## src/rtl/volley_pkg.sv

```systemverilog
// Shared types for the volleyball set/match scorer: FSM state and undo history entry.
package volley_pkg;

    // Widest point counter a history entry can hold; the scorer zero-extends into it.
    localparam int SCORE_MAX_W = 16;

    typedef enum logic [1:0] {
        PLAY       = 2'd0,
        SET_DONE   = 2'd1,
        MATCH_DONE = 2'd2
    } scorer_state_t;

    typedef struct packed {
        logic [SCORE_MAX_W-1:0] a;
        logic [SCORE_MAX_W-1:0] b;
        logic                   serve;
    } hist_entry_t;

endpackage

```

## src/rtl/score_history.sv

```systemverilog
// LIFO of point-state snapshots; a push onto a full stack overwrites the oldest entry.
module score_history
    import volley_pkg::*;
#(
    parameter int DEPTH = 4
) (
    input  logic        clk,
    input  logic        rst,
    input  logic        clr,
    input  logic        push,
    input  logic        pop,
    input  hist_entry_t push_entry,
    output hist_entry_t top_entry,
    output logic        empty
);

    localparam int D     = (DEPTH < 1) ? 1 : DEPTH;
    localparam int IDX_W = (D > 1) ? $clog2(D) : 1;
    localparam int CNT_W = $clog2(D + 1);
    localparam logic [IDX_W-1:0] LAST = IDX_W'(D - 1);
    localparam logic [CNT_W-1:0] FULL = CNT_W'(D);

    hist_entry_t      mem_q [D];
    logic [IDX_W-1:0] head_q, head_d;
    logic [IDX_W-1:0] top_idx;
    logic [CNT_W-1:0] count_q, count_d;

    function automatic logic [IDX_W-1:0] wrap_inc(input logic [IDX_W-1:0] i);
        return (i == LAST) ? '0 : i + 1'b1;
    endfunction

    function automatic logic [IDX_W-1:0] wrap_dec(input logic [IDX_W-1:0] i);
        return (i == '0) ? LAST : i - 1'b1;
    endfunction

    // head_q points at the next write slot, so the newest entry sits just below it.
    assign top_idx   = wrap_dec(head_q);
    assign top_entry = mem_q[top_idx];
    assign empty     = (count_q == '0);

    // Pointer/occupancy update; clear wins over push, push over pop.
    always_comb begin
        head_d  = head_q;
        count_d = count_q;
        if (clr) begin
            head_d  = '0;
            count_d = '0;
        end else if (push) begin
            head_d = wrap_inc(head_q);
            if (count_q != FULL) begin
                count_d = count_q + 1'b1;
            end
        end else if (pop && !empty) begin
            head_d  = top_idx;
            count_d = count_q - 1'b1;
        end
    end

    // Control registers with synchronous reset.
    always_ff @(posedge clk) begin
        if (rst) begin
            head_q  <= '0;
            count_q <= '0;
        end else begin
            head_q  <= head_d;
            count_q <= count_d;
        end
    end

    // Snapshot storage; contents are only meaningful while counted as occupied.
    always_ff @(posedge clk) begin
        if (push && !clr) begin
            mem_q[head_q] <= push_entry;
        end
    end

endmodule

```

## src/rtl/volley_set_scorer.sv

```systemverilog
// Two-team volleyball scorer: rally points, set/match wins, serve tracking and undo.
module volley_set_scorer
    import volley_pkg::*;
#(
    parameter int W           = 6,
    parameter int SET_PTS     = 25,
    parameter int TIE_PTS     = 15,
    parameter int MARGIN      = 2,
    parameter int SETS_TO_WIN = 3,
    parameter int UNDO_DEPTH  = 4
) (
    input  logic                             clk,
    input  logic                             rst,
    input  logic                             point_a,
    input  logic                             point_b,
    input  logic                             undo,
    input  logic                             next_set,
    input  logic                             new_match,
    output logic [W-1:0]                     score_a,
    output logic [W-1:0]                     score_b,
    output logic [$clog2(SETS_TO_WIN+1)-1:0] sets_a,
    output logic [$clog2(SETS_TO_WIN+1)-1:0] sets_b,
    output logic                             serve,
    output logic                             deciding,
    output logic                             set_won,
    output logic                             winner,
    output logic                             match_done,
    output logic                             undo_empty
);

    localparam int SW = $clog2(SETS_TO_WIN + 1);
    localparam logic [W-1:0]  SCORE_MAX = '1;
    localparam logic [W:0]    SET_T     = (W+1)'(SET_PTS);
    localparam logic [W:0]    TIE_T     = (W+1)'(TIE_PTS);
    localparam logic [W:0]    MARGIN_X  = (W+1)'(MARGIN);
    localparam logic [SW-1:0] SETS_PEN  = SW'(SETS_TO_WIN - 1);

    scorer_state_t state_q, state_d;
    logic [W-1:0]  score_a_q, score_a_d, score_b_q, score_b_d;
    logic [SW-1:0] sets_a_q, sets_a_d, sets_b_q, sets_b_d;
    logic          serve_q, serve_d;
    logic          winner_q, winner_d;
    logic          set_won_q, set_won_d;

    logic          clear_all;
    logic          hist_push, hist_pop, hist_clr, hist_empty;
    hist_entry_t   hist_in, hist_top;
    logic [W:0]    target, ext_a, ext_b;
    logic          win_a, win_b;

    // new_match is a full match reset, identical in effect to rst.
    assign clear_all = rst | new_match;

    assign deciding = (sets_a_q == SETS_PEN) && (sets_b_q == SETS_PEN);
    assign target   = deciding ? TIE_T : SET_T;

    assign hist_in = '{a: SCORE_MAX_W'(score_a_q), b: SCORE_MAX_W'(score_b_q), serve: serve_q};

    score_history #(
        .DEPTH      (UNDO_DEPTH)
    ) u_history (
        .clk        (clk),
        .rst        (clear_all),
        .clr        (hist_clr),
        .push       (hist_push),
        .pop        (hist_pop),
        .push_entry (hist_in),
        .top_entry  (hist_top),
        .empty      (hist_empty)
    );

    if (W < SCORE_MAX_W) begin : g_hist_hi
        logic unused_hist_hi;
        assign unused_hist_hi = ^{hist_top.a[SCORE_MAX_W-1:W], hist_top.b[SCORE_MAX_W-1:W]};
    end

    // FSM state register.
    always_ff @(posedge clk) begin
        if (clear_all) begin
            state_q <= PLAY;
        end else begin
            state_q <= state_d;
        end
    end

    // FSM next state: a set win leaves PLAY in the same cycle as the deciding point.
    always_comb begin
        state_d = state_q;
        case (state_q)
            PLAY: begin
                if (win_a) begin
                    state_d = (sets_a_q == SETS_PEN) ? MATCH_DONE : SET_DONE;
                end else if (win_b) begin
                    state_d = (sets_b_q == SETS_PEN) ? MATCH_DONE : SET_DONE;
                end
            end
            SET_DONE: begin
                if (next_set) begin
                    state_d = PLAY;
                end
            end
            MATCH_DONE: state_d = MATCH_DONE;
            default:    state_d = PLAY;
        endcase
    end

    // Point, undo and next-set handling for the scores, serve and history.
    always_comb begin
        score_a_d = score_a_q;
        score_b_d = score_b_q;
        serve_d   = serve_q;
        hist_push = 1'b0;
        hist_pop  = 1'b0;
        hist_clr  = 1'b0;
        case (state_q)
            PLAY: begin
                if (undo) begin
                    if (!hist_empty) begin
                        hist_pop  = 1'b1;
                        score_a_d = hist_top.a[W-1:0];
                        score_b_d = hist_top.b[W-1:0];
                        serve_d   = hist_top.serve;
                    end
                end else if (point_a && !point_b) begin
                    // A saturated score makes the point a no-op, so nothing is recorded.
                    if (score_a_q != SCORE_MAX) begin
                        hist_push = 1'b1;
                        score_a_d = score_a_q + 1'b1;
                        serve_d   = 1'b0;
                    end
                end else if (point_b && !point_a) begin
                    if (score_b_q != SCORE_MAX) begin
                        hist_push = 1'b1;
                        score_b_d = score_b_q + 1'b1;
                        serve_d   = 1'b1;
                    end
                end
            end
            SET_DONE: begin
                if (next_set) begin
                    score_a_d = '0;
                    score_b_d = '0;
                    hist_clr  = 1'b1;
                    serve_d   = ~winner_q;
                end
            end
            default: ;
        endcase
    end

    // Set-win test on post-update scores, widened by one bit so +MARGIN cannot wrap.
    assign ext_a = {1'b0, score_a_d};
    assign ext_b = {1'b0, score_b_d};
    assign win_a = (state_q == PLAY) && (ext_a >= target) && (ext_a >= ext_b + MARGIN_X);
    assign win_b = (state_q == PLAY) && !win_a && (ext_b >= target) && (ext_b >= ext_a + MARGIN_X);

    // Set counts, winner and the one-cycle set_won pulse.
    always_comb begin
        sets_a_d  = sets_a_q;
        sets_b_d  = sets_b_q;
        winner_d  = winner_q;
        set_won_d = 1'b0;
        if (win_a) begin
            sets_a_d  = sets_a_q + 1'b1;
            winner_d  = 1'b0;
            set_won_d = 1'b1;
        end else if (win_b) begin
            sets_b_d  = sets_b_q + 1'b1;
            winner_d  = 1'b1;
            set_won_d = 1'b1;
        end
    end

    // Registered scoreboard outputs.
    always_ff @(posedge clk) begin
        if (clear_all) begin
            score_a_q <= '0;
            score_b_q <= '0;
            sets_a_q  <= '0;
            sets_b_q  <= '0;
            serve_q   <= 1'b0;
            winner_q  <= 1'b0;
            set_won_q <= 1'b0;
        end else begin
            score_a_q <= score_a_d;
            score_b_q <= score_b_d;
            sets_a_q  <= sets_a_d;
            sets_b_q  <= sets_b_d;
            serve_q   <= serve_d;
            winner_q  <= winner_d;
            set_won_q <= set_won_d;
        end
    end

    assign score_a    = score_a_q;
    assign score_b    = score_b_q;
    assign sets_a     = sets_a_q;
    assign sets_b     = sets_b_q;
    assign serve      = serve_q;
    assign winner     = winner_q;
    assign set_won    = set_won_q;
    assign match_done = (state_q == MATCH_DONE);
    assign undo_empty = hist_empty;

endmodule

```

## config.mk

```make
export PLATFORM = sky130hd
export DESIGN_NAME = volley_set_scorer
export DESIGN_NICKNAME = d
export VERILOG_FILES = /design/src/rtl/volley_pkg.sv /design/src/rtl/score_history.sv /design/src/rtl/volley_set_scorer.sv
export SDC_FILE = /design/constraint.sdc
export NUM_CORES = 1
export LEC_CHECK = 0
export ABC_AREA = 1
export ABC_CLOCK_PERIOD_IN_PS = 3650
export CORE_MARGIN = 3
export CORE_UTILIZATION = 60
export CTS_CLUSTER_DIAMETER = 120
export DETAILED_ROUTE_END_ITERATION = 7
export PLACE_DENSITY = 0.81
export SLEW_MARGIN = 40
export SYNTH_ARGS = -nofsm -noshare
export SYNTH_HDL_FRONTEND = slang
export SYNTH_SLANG_ARGS = --single-unit
```

## constraint.sdc

```tcl
create_clock -name clk -period 3.65 [get_ports clk]
set_input_delay 0.73 -clock clk [delete_from_list [all_inputs] [get_ports clk]]
set_output_delay 0.73 -clock clk [all_outputs]
set_load 0.02 [all_outputs]
```

==> results.yml <==
setup_path:
  cp_max_fo: 7
  worst-setup-path-type: "in2reg"
  cp-start-kind: "primary input"
  end_kind: "flop"
  crit_required_ps: 3900
  cp_data_arrival_time_ps: 3670
  cp-startpoint: "point_b"
  reg2reg_from: "u_history.head_q[1]"
yosys:
  synthDistinctLibCells: 39
  syn-cell-area_sq_um: 4560
  syn_inst: 559
  synth_ff_type: "edfxtp_1"
  yosys_warnings: 0
  synth-async-reset-ratio_pct: 0
  synth_nets: 594
  synth-edff-count: 52
  yosysSeqAreaShare_pct: 45.6
  synth_seq_cells: 78
  avgSynthCellArea_sq_um: 8.16
power:
  power_density_nw_per_um2: 439
  power_leakage_uw: 0.00239
  peakVddDrop_mv: 0.243
routing:
  routed_via_density: 5.42
  wl_um: 11100
  drt-pass1-iter-count: 4
  drc_errors: 0
  antenna_left: 0
  drt-wirelength-per-cell_um: 15.1
  drt_iter0_drc: 307
  vias: 3999
cts:
  cts_tree: "done"
  clk_pin_slew_ps: 80
  worstSkewPairLatency_ps: 350
  cts_buffer_depth: 2
  root_buffer: "clkbuf_8"
  cts_buffers: 9
  h-tree-depth: 3
  clock_sinks: 78
sta:
  worstMarginPinSlew_ps: 724
  rsz0062_at_grt: "true"
  setup_viol: 0
  finalHoldViolations: 0
  max_freq_ghz: 0.292
  fin_crit_sh_pct: 93.7
  slew_violations: 0
  slew_headroom_pct: 51.7
  period_needed_ps: 3420
  skew_ps: 12.4
place:
  placed_area_sq_um: 5240
  dp_hpwl_um: 8040
  placed_cells: 720
  portBuffers: 28
  finalWeightedCongestion: 0.973
die:
  fp.dieArea_sq_um: 8690
  row_count: 31
  die_w_um: 93.2
  fp.dieH_um: 93.2
  io_pins: 29
  core_sq_um: 7330
  start_util_pct: 62.2
run_status:
  outcome: "complete, no violations"
global_routing:
  grt_pass1_wl_um: 17900
  grt_pass1_vias: 3736
  grt_max_degree: 32
  grt_use_total_pct: 26.6
  grt_overflow: 0
  antenna_found_initial: 0
final_layout:
  area_delta_synth_final_pct: 20.3
  mostFrequentLayoutCell: "nand2_1"
  utilization_pct: 74.8
  layout_common_cells: "nand2_1, inv_1, nand3_1"
  antenna_cells: 0
  drive_above_1_share_pct: 16.4
  final_nets: 669
  instances_no_fill: 738
  stdcell_area_sq_um: 5490
job:
  cap_violations: 0
min_path:
  worstHoldStart: "sets_a[0]"
  hp-class: "reg2reg"
[area by class of cell]
cell class / count / area (sq um)
Sequential cell: 78 / 2080
Timing Repair inverter: 1 / 5.00
Fill cell: 555 / 1840
Multi-Input combinational cell: 389 / 2130
Timing Repair Buffer: 78 / 656
Clock buffer: 12 / 165
Inverter: 77 / 298
Tap cell: 99 / 124
Clock inverter: 4 / 27.5
[worst paths after layout]
check	slack [ps]	end	depth (start not counted)
worst max-delay path	230	sets_b[1]	20
worst max register to register	260	sets_a[1]	22
worst min-delay path	500	sets_a[0]	2
worst min register to register	500	sets_a[0]	2
[power breakdown]
part / total [uW] / internal (uW) / switching [uW]
Sequential: 1010 / 985 / 28.6
Clock: 621 / 304 / 317
Combinational: 773 / 312 / 461
Total: 2410 / 1600 / 807
[what timing repair did]
item	4_1_cts	5_1_grt
gates resized for setup	0	12
setup endpoints to repair	0	8
setup buffers	0	1
hold buffers	0	0
[synthesized netlist by cell type, types with 2 or more instances]
library cell | number | area (sq um)
nand3_2 | 2 | 20.0
edfxtp_1 | 52 | 1560
buf_6 | 2 | 22.5
ha_1 | 27 | 338
nand2_1 | 133 | 499
o21ai_1 | 3 | 15.0
o211ai_1 | 3 | 22.5
buf_4 | 2 | 15.0
or2_2 | 2 | 12.5
inv_1 | 73 | 274
nor2_2 | 2 | 12.5
nand2_4 | 5 | 56.3
buf_2 | 7 | 35.0
clkbuf_1 | 2 | 7.51
xor2_1 | 4 | 35.0
inv_2 | 3 | 11.3
nand2_2 | 9 | 56.3
nor2_1 | 51 | 191
nand3_1 | 61 | 305
a21oi_1 | 28 | 140
nand4_1 | 4 | 25.0
dfxtp_1 | 26 | 521
xnor2_1 | 3 | 26.3
o21ai_0 | 35 | 175
nand3b_1 | 3 | 22.5
a21oi_2 | 3 | 26.3
or2_1 | 2 | 12.5
[flip-flops by register name (all words and copies together), names as in the netlist]
| register | count |
|---|---|
| u_history.head_q | 2 |
| sets_b | 2 |
| score_a | 6 |
| state_q | 2 |
| score_b | 6 |
| serve | 1 |
| u_history.mem_q | 52 |
| winner | 1 |
| sets_a | 2 |
| set_won | 1 |
| u_history.count_q | 3 |
[worst max-delay path, cell delays in order]
cell,delay (ps)
clkdlybuf4s50_1,490
inv_1,40
nand2_1,160
inv_1,160
nand3_1,110
nand2_1,50
nand2_1,50
nand3b_1,70
o21ai_0,240
inv_1,160
xor2_1,200
ha_1,310
nand2_1,60
o21ai_0,160
a21oi_1,90
nor2_1,150
nand2_1,80
nand3b_4,170
nor2_1,120
nor2_1,60
[per-stage QoR]
stage          hold WS [ps]  setup slack [ps]  power (uW)  TNS (ps)
6_report                502               230        2410         0
5_1_grt                 536              2.89        2550         0
4_1_cts                 500              16.5        2390         0
3_5_place_dp            483              -159        1780      -585
3_3_place_gp            487             -71.5        1760      -189
2_1_floorplan           478               500        1510         0
[layer usage]
| layer | global-route usage (%) | part of all wire (%) |
|---|---|---|
| met5 | 0 | 0 |
| met4 | 9.65 | 2.7 |
| met3 | 3.78 | 5.7 |
| met2 | 45.5 | 49 |
| met1 | 34.5 | 42 |
[kinds of logic after synthesis]
group,count (synthesis),share of synthesized area (%)
AO/OA/AOI/OAI,78,9.35
XOR/XNOR,7,1.34
adder cells (fa/ha/maj),28,7.84
buffers and inverters,92,8.53
flip-flops,78,45.6
AND/OR/NAND/NOR,276,27.3
Note: power is estimated with default switching activity, not from simulation.
